$ cat src/rtl/latch_pkg.sv
// Shared types and constants for the latch write sequencer.
package latch_pkg;

    typedef enum logic [2:0] {
        IDLE,
        SETUP,
        PULSE,
        HOLD,
        SETTLE,
        CHECK
    } wr_state_t;

    localparam int unsigned SYNC_CYC = 2;

    function automatic int unsigned max4(input int unsigned a, input int unsigned b,
                                         input int unsigned c, input int unsigned x);
        int unsigned m;
        m = a;
        if (b > m) m = b;
        if (c > m) m = c;
        if (x > m) m = x;
        return m;
    endfunction

endpackage

$ cat src/rtl/latch_wr_seq_if.sv
// Request/latch-bank bundle between the write sequencer and its environment.
interface latch_wr_seq_if #(
    parameter int unsigned W = 4
);
    logic         req;
    logic [W-1:0] wdata;
    logic [W-1:0] q_fb;
    logic [W-1:0] d;
    logic         e;
    logic         busy;
    logic         done;
    logic         err;

    modport master (
        output req, wdata, q_fb,
        input  d, e, busy, done, err
    );

    modport slave (
        input  req, wdata, q_fb,
        output d, e, busy, done, err
    );
endinterface

$ cat src/rtl/latch_wr_seq_sync2.sv
// Two-flop synchronizer, async active-high reset to zero.
module sync2 #(
    parameter int unsigned W = 1
) (
    input  logic         clk,
    input  logic         rst,
    input  logic [W-1:0] din,
    output logic [W-1:0] dout
);
    logic [W-1:0] meta;

    always_ff @(posedge clk or posedge rst) begin
        if (rst) begin
            meta <= '0;
            dout <= '0;
        end else begin
            meta <= din;
            dout <= meta;
        end
    end
endmodule

$ cat src/rtl/latch_wr_seq.sv
// Write sequencer for a gated D-latch bank: setup, enable pulse, hold, then
// synchronized readback check. d only changes on the accepting edge.
module latch_wr_seq
    import latch_pkg::*;
#(
    parameter int unsigned W         = 4,
    parameter int unsigned SETUP_CYC = 2,
    parameter int unsigned PULSE_CYC = 3,
    parameter int unsigned HOLD_CYC  = 2
) (
    input  logic           clk,
    input  logic           r,
    latch_wr_seq_if.slave  bus
);
    localparam int unsigned CW = $clog2(max4(SETUP_CYC, PULSE_CYC, HOLD_CYC, SYNC_CYC) + 1);

    wr_state_t    state, state_nx;
    logic [CW-1:0] cnt, cnt_nx;
    logic [W-1:0] d_q, d_nx;
    logic         e_q, e_nx;
    logic         busy_q, busy_nx;
    logic         done_q, done_nx;
    logic         err_q, err_nx;
    logic [W-1:0] q_sync;
    logic         cnt_zero;

    sync2 #(.W(W)) u_sync (
        .clk  (clk),
        .rst  (r),
        .din  (bus.q_fb),
        .dout (q_sync)
    );

    assign cnt_zero = (cnt == '0);

    always_ff @(posedge clk or posedge r) begin
        if (r) begin
            state  <= IDLE;
            cnt    <= '0;
            d_q    <= '0;
            e_q    <= 1'b0;
            busy_q <= 1'b0;
            done_q <= 1'b0;
            err_q  <= 1'b0;
        end else begin
            state  <= state_nx;
            cnt    <= cnt_nx;
            d_q    <= d_nx;
            e_q    <= e_nx;
            busy_q <= busy_nx;
            done_q <= done_nx;
            err_q  <= err_nx;
        end
    end

    // Outputs are registered, so done/err are computed on the edge entering CHECK.
    always_comb begin
        state_nx = state;
        cnt_nx   = cnt;
        d_nx     = d_q;
        e_nx     = 1'b0;
        busy_nx  = busy_q;
        done_nx  = 1'b0;
        err_nx   = 1'b0;
        case (state)
            IDLE: begin
                if (bus.req) begin
                    d_nx     = bus.wdata;
                    cnt_nx   = CW'(SETUP_CYC - 1);
                    state_nx = SETUP;
                    busy_nx  = 1'b1;
                end
            end
            SETUP: begin
                if (cnt_zero) begin
                    state_nx = PULSE;
                    e_nx     = 1'b1;
                    cnt_nx   = CW'(PULSE_CYC - 1);
                end else begin
                    cnt_nx = cnt - CW'(1);
                end
            end
            PULSE: begin
                if (cnt_zero) begin
                    state_nx = HOLD;
                    cnt_nx   = CW'(HOLD_CYC - 1);
                end else begin
                    e_nx   = 1'b1;
                    cnt_nx = cnt - CW'(1);
                end
            end
            HOLD: begin
                if (cnt_zero) begin
                    state_nx = SETTLE;
                    cnt_nx   = CW'(SYNC_CYC - 1);
                end else begin
                    cnt_nx = cnt - CW'(1);
                end
            end
            SETTLE: begin
                if (cnt_zero) begin
                    state_nx = CHECK;
                    done_nx  = 1'b1;
                    err_nx   = (q_sync != d_q);
                end else begin
                    cnt_nx = cnt - CW'(1);
                end
            end
            CHECK: begin
                state_nx = IDLE;
                busy_nx  = 1'b0;
            end
            default: begin
                state_nx = IDLE;
                busy_nx  = 1'b0;
            end
        endcase
    end

    assign bus.d    = d_q;
    assign bus.e    = e_q;
    assign bus.busy = busy_q;
    assign bus.done = done_q;
    assign bus.err  = err_q;
endmodule
$ cat src/flat_wrapper.sv
// flat-port wrapper written by rule: the top's interface ports become plain ports
module latch_wr_seq_flat import latch_pkg::*;
#(
    parameter int unsigned W         = 4,
    parameter int unsigned SETUP_CYC = 2,
    parameter int unsigned PULSE_CYC = 3,
    parameter int unsigned HOLD_CYC  = 2
)
  (clk, r, bus_req, bus_wdata, bus_q_fb, bus_d, bus_e, bus_busy, bus_done, bus_err);
  latch_wr_seq_if #(.W(W)) bus_i ();
  input  logic clk;
  input  logic r;
  input wire logic [$bits(bus_i.req)-1:0] bus_req;
  input wire logic [$bits(bus_i.wdata)-1:0] bus_wdata;
  input wire logic [$bits(bus_i.q_fb)-1:0] bus_q_fb;
  output wire logic [$bits(bus_i.d)-1:0] bus_d;
  output wire logic [$bits(bus_i.e)-1:0] bus_e;
  output wire logic [$bits(bus_i.busy)-1:0] bus_busy;
  output wire logic [$bits(bus_i.done)-1:0] bus_done;
  output wire logic [$bits(bus_i.err)-1:0] bus_err;
  assign bus_i.req = bus_req;
  assign bus_i.wdata = bus_wdata;
  assign bus_i.q_fb = bus_q_fb;
  assign bus_d = bus_i.d;
  assign bus_e = bus_i.e;
  assign bus_busy = bus_i.busy;
  assign bus_done = bus_i.done;
  assign bus_err = bus_i.err;
  latch_wr_seq #(.W(W), .SETUP_CYC(SETUP_CYC), .PULSE_CYC(PULSE_CYC), .HOLD_CYC(HOLD_CYC)) u_core (.clk(clk), .r(r), .bus(bus_i));
endmodule
$ cat config.mk
export PLATFORM = sky130hd
export DESIGN_NAME = latch_wr_seq_flat
export DESIGN_NICKNAME = d
export VERILOG_FILES = /design/src/rtl/latch_pkg.sv /design/src/rtl/latch_wr_seq_if.sv /design/src/rtl/latch_wr_seq_sync2.sv /design/src/rtl/latch_wr_seq.sv /design/src/flat_wrapper.sv
export SDC_FILE = /design/constraint.sdc
export NUM_CORES = 1
export LEC_CHECK = 0
export CAP_MARGIN = 0
export CORE_UTILIZATION = 44
export DETAILED_ROUTE_END_ITERATION = 12
export PLACE_DENSITY = 0.71
export SLEW_MARGIN = 20
export SYNTH_ARGS = -nofsm -noshare
export SYNTH_HDL_FRONTEND = slang
export SYNTH_HIERARCHICAL = 1
export SYNTH_SLANG_ARGS = --single-unit
export TNS_END_PERCENT = 50
$ cat constraint.sdc
create_clock -name clk -period 1.4 [get_ports clk]
set_input_delay 0.28 -clock clk [delete_from_list [all_inputs] [get_ports clk]]
set_output_delay 0.28 -clock clk [all_outputs]
set_load 0.01 [all_outputs]
==> impl_summary.md, run 1 <==
Timing
Static timing analysis puts the maximum clock frequency at 727.0 MHz. Setup repair after global routing could not meet its margin everywhere. Setup violations remaining at the end of the flow were counted as 0. The final clock skew is 0.004788 ns. The final count of pins violating max slew is 0. At the pin with the least slew margin, the transition time is 0.3227 ns. Headroom to the max-slew limit came out at 0.7829. Dividing the final minimum period by the clock period gives 0.9825.

The final count of hold timing violations is 0. The shortest period the worst path allows is 1.376 ns.

Layout
The area taken by multi-input logic gates is 385.4 um^2. The sequential standard cell area is 528.0 um^2. Measured on the finished design, the core utilization comes to 0.6671. The final non-filler cell area is 0.001309 mm^2. Relative to the synthesized area, the layout overhead comes to 42.31%.

The count of inserted antenna diode cells is 0. The final net count is 124. The count of cells in the finished layout, fillers not included, comes to 136. Fill cells in the final layout number 177.

Of the cells placed in the final design, the portion with a size suffix greater than 1 is 0.3211.

Outcome
The flow ran to the end, and the final reports show no timing, DRC or antenna violations.

Clocking
The number of CTS-inserted buffers is 3. TritonCTS built the clock tree. The cell sitting at the root of the clock tree is a sky130_fd_sc_hd__clkbuf_4. For the worst-skew pair, the clock arrives at the later sink with an insertion delay of 0.31 ns.

The clock slew at the register clock pins of the worst setup and hold paths is 0.13 ns. The maximum level of the CTS H-tree is 1. The clock drives 21 sinks. The buffer levels on the longest clock path is 2.

Setup path
The required arrival time at the worst endpoint is 1.65 ns. The largest fanout of any net on the critical path is 6. The critical path class is flip-flop to flip-flop. The largest single stage delay on the critical path is 0.47 ns. The critical path goes through buf_6, or3_4, a21oi_2, o221a_1. For this design, the slowest cell found on the critical path is sky130_fd_sc_hd__dfrtp_2.

The kind of capture point of the worst setup path is a flip-flop. The kind of start point of the critical path is a flip-flop. Data on the critical path arrives at its endpoint at 1.63 ns.

Die
The floorplan has 16 rows. After floorplanning, the core was sized to cover 0.001962 mm^2. Measured along the x axis, the die boundary spans 47.72 um. The number of top-level pins is 19. The starting density of the core is 0.4687. The overall die area is 0.002277 mm^2.

The die is 47.72 um tall.

Pwr
The power density over the cells is 1975 mW/mm^2. The largest voltage drop on the vdd net is 1049 uV. The power after layout is 2.585 mW. The static leakage power is 0.6068 nW.

Yosys
After technology mapping, the gate count stands at 72. The total number of yosys warnings is 6. In the post-synthesis netlist, the biggest area contributors are sky130_fd_sc_hd__dfrtp_1, sky130_fd_sc_hd__mux2_1, sky130_fd_sc_hd__ha_1.

The part of the Yosys area used for sequential elements is 0.5714. In this run the mean area of a mapped cell was 12.77 um^2. Counting every net in the synthesized netlist gives 86.

The count of unique library cells instantiated by Yosys is 30. The share of synthesized area in the top cell type comes to 0.5714. The synthesis-stage register bit count is 21. The synthesized design spends more area on one cell type than any other, namely sky130_fd_sc_hd__dfrtp_1.

The cell area after technology mapping is 919.6 um^2.

Routing
The wire length after detailed routing is 1665 um. The post-detailed-route via-to-cell ratio is 4.941. The count of nets left with antenna violations once routing finished came out at 0. After detailed routing, the average wire length per cell comes to 12.24 um.

The first-iteration detailed-routing DRC count is 7. In the routed design, unresolved DRC markers number 0. The final route contains 672 vias. The first TritonRoute pass finished after 4 iterations.

Placement
The placed instances occupy a cell area of 0.001216 mm^2. Once placement completed, the tool counted placed cells totaling 128. The congestion estimate from routability-driven global placement came to 0.7641. Summed over all nets, the half-perimeter wirelength after detailed placement is 1209 um. The total of buffers placed on input and output ports is 18.

GRT
For this run the aggregate overflow at the end of global routing stands at 0. The via count of the first global-routing pass is 603. The number of antenna violations at the first check in global routing is 0.

The total global routing track utilization is 0.1585. The maximum number of pins on one net before global-route repair is 14. The global-route wire length before repair is 2428 um.

Min path
The path class of the tightest hold or removal check is input port to asynchronous set/reset pin.

Run
Across the run, the number of max-cap violations was 0.
[metal layers]
metal  vias to the layer above  GRT usage  wire [um]  share of wire
met5                         -          0          0              0
met4                         0    0.06667         36          0.022
met3                         5    0.04906         67          0.040
met2                        15     0.2595        802           0.48
met1                       331     0.1937        759           0.46
li1                        321          -          -              -
[kinds of logic (layout without fill, tap and decap cells)]
kind of cell	Yosys count	in the layout	synth area share
fa+ha+maj	3	3	0.04082
mux	6	6	0.07075
compound gates	13	13	0.09795
buf+inv	8	45	0.05305
simple gates	17	17	0.1279
flops	21	21	0.5714
xor+xnor	4	4	0.03809
[Yosys cell counts, drive strengths merged]
| cell type | n |
|---|---|
| a21o | 1 |
| a21oi | 3 |
| a32o | 1 |
| and3 | 1 |
| buf | 3 |
| clkbuf | 1 |
| dfrtp | 21 |
| ha | 3 |
| inv | 4 |
| mux2 | 4 |
| mux2i | 2 |
| nand2 | 3 |
| nand2b | 1 |
| nand3b | 2 |
| nor2 | 3 |
| nor2b | 1 |
| nor3b | 1 |
| nor4 | 1 |
| nor4b | 1 |
| o211ai | 1 |
| o21a | 1 |
| o21ai | 4 |
| o221a | 1 |
| o41a | 1 |
| or2 | 1 |
| or3 | 1 |
| or3b | 1 |
| xor2 | 4 |
[placed cells by master, fill, tap and decap left out, types with 2 or more instances in the layout]
cell type | Yosys | final
sky130_fd_sc_hd__clkdlybuf4s50_1 | 0 | 10
sky130_fd_sc_hd__mux2_4 | 0 | 3
sky130_fd_sc_hd__xor2_1 | 4 | 4
sky130_fd_sc_hd__dlygate4sd2_1 | 0 | 8
sky130_fd_sc_hd__dfrtp_2 | 0 | 2
sky130_fd_sc_hd__nor2_1 | 3 | 3
sky130_fd_sc_hd__ha_1 | 3 | 2
sky130_fd_sc_hd__nand3b_1 | 2 | 2
sky130_fd_sc_hd__buf_4 | 1 | 18
sky130_fd_sc_hd__clkbuf_4 | 0 | 3
sky130_fd_sc_hd__mux2i_1 | 2 | 2
sky130_fd_sc_hd__inv_1 | 4 | 4
sky130_fd_sc_hd__a21oi_2 | 0 | 3
sky130_fd_sc_hd__o21ai_0 | 3 | 3
sky130_fd_sc_hd__dfrtp_1 | 21 | 19
sky130_fd_sc_hd__nand2_1 | 3 | 3
[sequential cells by signal (all words and copies together), names as in the netlist]
register and count:
u_core/bus.d 4, u_core/u_sync/dout 4, u_core/u_sync/meta 4, u_core/state 3
u_core/cnt 2, u_core/bus.busy 1, u_core/bus.done 1, u_core/bus.e 1
u_core/bus.err 1
[metrics by stage]
stage / hold slack, ns / setup slack [ns] / TNS (ns)
2_1_floorplan: 0.09566 / -0.06794 / -0.1082
3_3_place_gp: 0.3317 / -0.1692 / -0.7999
3_5_place_dp: 0.3370 / -0.1982 / -0.9413
4_1_cts: 0.2345 / 0.0008703 / 0
5_1_grt: 0.2726 / -0.02997 / -0.03982
6_report: 0.2316 / 0.02448 / 0
[timing repair]
item	CTS	global route
buffers inserted	4	0
resized for setup	9	10
cloned	0	0
endpoints found under the setup margin	9	8
hold buffers	0	0
pin swaps	1	4
[worst max-delay path: cells and delay by family, from the launching register on]
family          cells  cell delay, ns
compound gates      2            0.35
simple gates        1            0.36
buf+inv             1            0.14
flops               1            0.47
[where the power goes]
group          leakage, nW  internal [mW]  switching (mW)
clock network       0.0139          0.109           0.196
registers            0.251          0.779           0.133
logic                0.341          0.792           0.577
[final timing paths]
kind                       cells after the start                       startpoint                               to  slack (ns)
max in group asynchronous                      3                                r      u_core/state[0]$_DFFE_PP0P_        0.93
min                                            2                                r  u_core/u_sync/dout[0]$_DFF_PP0_        0.23
min reg2reg                                    0  u_core/u_sync/meta[2]$_DFF_PP0_  u_core/u_sync/dout[2]$_DFF_PP0_        0.36
min in group clk                               0  u_core/u_sync/meta[2]$_DFF_PP0_  u_core/u_sync/dout[2]$_DFF_PP0_        0.36
max                                            4      u_core/state[1]$_DFFE_PP0P_        u_core/cnt[0]$_DFFE_PP0P_        0.02
max reg2reg                                    4      u_core/state[1]$_DFFE_PP0P_        u_core/cnt[0]$_DFFE_PP0P_        0.02
[area by class of cell]
type	instances	area share
Clock inverter	1	0.005736
Tap cell	27	0.02581
Timing Repair Buffer	37	0.2419
Sequential cell	21	0.4034
Inverter	4	0.01147
Clock buffer	3	0.01721
Multi-Input combinational cell	43	0.2945
Power figures use the tool's default switching activity.
==> inputs of run 2 (changes only) <==
--- a/config.mk
+++ b/config.mk
@@ -8,7 +8,9 @@
 export CAP_MARGIN = 0
 export CORE_UTILIZATION = 44
 export DETAILED_ROUTE_END_ITERATION = 12
+export GPL_ROUTABILITY_DRIVEN = 0
 export PLACE_DENSITY = 0.71
+export SETUP_SLACK_MARGIN = 0.3
 export SLEW_MARGIN = 20
 export SYNTH_ARGS = -nofsm -noshare
 export SYNTH_HDL_FRONTEND = slang
==> run 2 against run 1 <==
Against the previous run:
- wire length increased by 1.6%
- die area unchanged
- worst hold slack improved by 0.018 ns
- clock skew increased by 0.0078 ns
- flip-flop and latch count unchanged
- highest routed layer unchanged
- largest power group unchanged
- critical path type unchanged
- clock-buffer cell count increased by 1
- first-iteration DRC count decreased by 29%
- sequential power increased by 5.0%
- clock power decreased by 11%
- non-clock buffer count decreased by 2
==> impl_summary.md, run 2 (synthesized netlist as in run 1, its figures left out) <==
Setup path
The largest fanout of any net on the critical path is 5. For the worst setup path, the data arrival time is 1.59 ns. The kind of capture point of the worst setup path is a flip-flop.

In this run the critical register-to-register path is launched from u_core/cnt[1]$_DFFE_PP0P_. The worst setup path is launched from a flip-flop. The terminus of the critical flop-to-flop path is u_core/cnt[0]$_DFFE_PP0P_. The worst-path cell with the longest stage delay is sky130_fd_sc_hd__dfrtp_1. Traced cell by cell, the critical path runs through inv_2, ha_4, or3_1, a21oi_2, o221a_1. The number of cells traversed by the worst register-to-register path is 5. STA puts the critical path data required time at 1.64 ns. The largest single stage delay on the critical path is 0.39 ns. The slack of the worst reg-to-reg path is 0.05 ns.

The critical path class is flip-flop to flip-flop.

Timing
The final hold slack is 0.2492 ns. The final count of negative-setup-slack endpoints is 0. The slew of the pin with the lowest slew margin is 0.3151 ns. Setup repair after global routing could not meet its margin everywhere. Of the available clock period, the critical path in the final layout requires 0.9654.

The final clock skew is 0.01255 ns. The worst-case headroom to the max-slew limit is 0.7880. The highest attainable clock frequency is 739.9 MHz.

The final count of pins violating max slew came to 0. The shortest period the worst path allows is 1.352 ns. The final count of hold timing violations is 0. The total negative setup slack is 0 ns.

Pwr
The static leakage power is 0.5861 nW. Across the VDD grid, the largest voltage drop is 1400 uV. In this run the power density over the cells is 2025 mW/mm^2.

Total power for the finished layout comes to 2.597 mW.

Routing
The detailed-route DRC error count is 0. The first routing iteration left 5 violations. The first detailed-routing pass took 4 iterations.

After detailed routing, the total wire length is 1692 um. Using the TritonRoute via totals, the vias-per-cell ratio works out to 4.799. Detailed routing inserted a total of 643 vias. The post-detailed-route wirelength per cell is 12.63 um. The detail route stage leaves a number of antenna-violating nets equal to 0.

GRT
The via count of the first global-routing pass is 598. The aggregate global routing overflow is 0. The number of antenna violations at the first check in global routing is 0. The global-route wire length before repair is 2684 um. In the global route stage, overall resource usage came out at 0.1739. Entering global routing, the biggest net connects 14 pins.

Die
In this run the standard cell core region covers 0.001962 mm^2. The chip height is 47.72 um. The starting density of the core is 0.4687.

The die is 47.72 um wide. After floorplanning, the core was divided into 16 placement rows. The floorplan step defined a die boundary enclosing 0.002277 mm^2. The number of top-level pins is 19.

Clocking
At the later pin of the worst-skew pair, clock insertion delay measures 0.29 ns. The clock passes through at most 2 buffers. The maximum level of the CTS H-tree is 1.

TritonCTS built the clock tree. After clock tree synthesis, the flow added hold-fix buffers numbering 0. CTS saw 21 sinks.

The tree is rooted in a sky130_fd_sc_hd__clkbuf_4. The number of CTS-inserted buffers is 3. The clock slew at the register clock pins of the worst setup and hold paths is 0.11 ns.

Layout
The count of inserted antenna diode cells is 0. From synthesis to final layout, the design area changed by 39.46%. For this run, the number of standard cells in the final layout without fillers is 134. The library cells used most frequently in the layout, excluding fill and tap cells, are sky130_fd_sc_hd__dfrtp_1, sky130_fd_sc_hd__buf_4, sky130_fd_sc_hd__clkdlybuf4s50_1. The library cell used most frequently in the layout, excluding fill and tap cells, is sky130_fd_sc_hd__dfrtp_1.

The final layout contains 122 nets. The fraction of final layout cells with drive strength greater than 1 is 0.4206. The final non-filler cell area is 0.001282 mm^2.

Placement
The number of cells in the design after placement is 124. Detailed placement finished with a half-perimeter wire length of 1178 um. Summing all placed instances gives a cell area of 0.001189 mm^2. During placement, the flow inserted port buffers numbering 18.

Min path
The worst hold path belongs to the class input port to asynchronous set/reset pin.

Outcome
The flow ran to the end, and the final reports show no timing, DRC or antenna violations.

Run
The tool flagged a number of max-cap violations equal to 0.
-- run 2: cell types whose count changed in the layout (fill, tap and decap cells not counted), moves of 2 or more --
cell                            previous run  this run
sky130_fd_sc_hd__buf_6                     1         4
sky130_fd_sc_hd__inv_2                     0         2
sky130_fd_sc_hd__buf_4                    18        13
sky130_fd_sc_hd__buf_2                     0         8
sky130_fd_sc_hd__dlygate4sd2_1             8         0
sky130_fd_sc_hd__inv_1                     4         2
-- run 2: worst max-delay path by stage --
stage,startpoint,endpoint,cells past startpoint
3_5_place_dp,bus_req,u_core/bus.d[0]$_DFFE_PP0P_,4
3_3_place_gp,bus_req,u_core/bus.d[3]$_DFFE_PP0P_,4
6_report,u_core/cnt[1]$_DFFE_PP0P_,u_core/cnt[0]$_DFFE_PP0P_,5
2_1_floorplan,u_core/cnt[0]$_DFFE_PP0P_,u_core/cnt[0]$_DFFE_PP0P_,6
5_1_grt,u_core/cnt[1]$_DFFE_PP0P_,u_core/cnt[0]$_DFFE_PP0P_,5
4_1_cts,u_core/state[0]$_DFFE_PP0P_,u_core/bus.d[2]$_DFFE_PP0P_,3
-- run 2: per-stage QoR --
| stage | setup WS (ns) | util |
|---|---|---|
| 3_3_place_gp | -0.1478 | 0.6059 |
| 4_1_cts | 0.03892 | 0.6256 |
| 5_1_grt | -0.01504 | 0.6537 |
| 3_5_place_dp | -0.1746 | 0.6059 |
| 2_1_floorplan | -0.04515 | - |
| 6_report | 0.04846 | 0.6537 |
-- run 2: cell type report --
| cell class | instances | area [um^2] |
|---|---|---|
| clock buffers | 4 | 26.28 |
| fillers | 173 | 679.4 |
| well taps | 27 | 33.78 |
| inverters | 4 | 15.01 |
| multi-input cells | 43 | 395.4 |
| flip-flops and latches | 21 | 529.3 |
| repair buffers | 35 | 282.8 |
-- run 2: metal layers --
layer  vias to the layer above  part of all wire  GRT usage
met1                       310              0.47     0.2380
met4                         0            0.0047    0.05000
met2                        11              0.50     0.2730
li1                        320                 -          -
met5                         -                 0          0
met3                         2             0.031    0.04528
-- run 2: what timing repair did --
| action | in CTS | in global routing |
|---|---|---|
| resized for setup | 33 | 18 |
| endpoints found under the setup margin | 20 | 21 |
| pin swaps | 2 | 6 |
| setup buffers | 5 | 1 |
-- run 2: critical path: cells and delay by family, from the launching register on --
kind / cells / cell delay (ns)
DFF: 1 / 0.39
AOI/OAI and AO/OA: 2 / 0.35
and+or+nand+nor: 1 / 0.32
adders and majority gates: 1 / 0.17
buffers and inverters: 1 / 0.07
-- run 2: where the power goes --
| group | leakage [nW] | switching, mW | internal (mW) | total, mW |
|---|---|---|---|---|
| combinational | 0.321 | 0.572 | 0.795 | 1.37 |
| clock | 0.0150 | 0.162 | 0.111 | 0.272 |
| sequential | 0.250 | 0.175 | 0.782 | 0.957 |
| total | 0.586 | 0.909 | 1.69 | 2.60 |
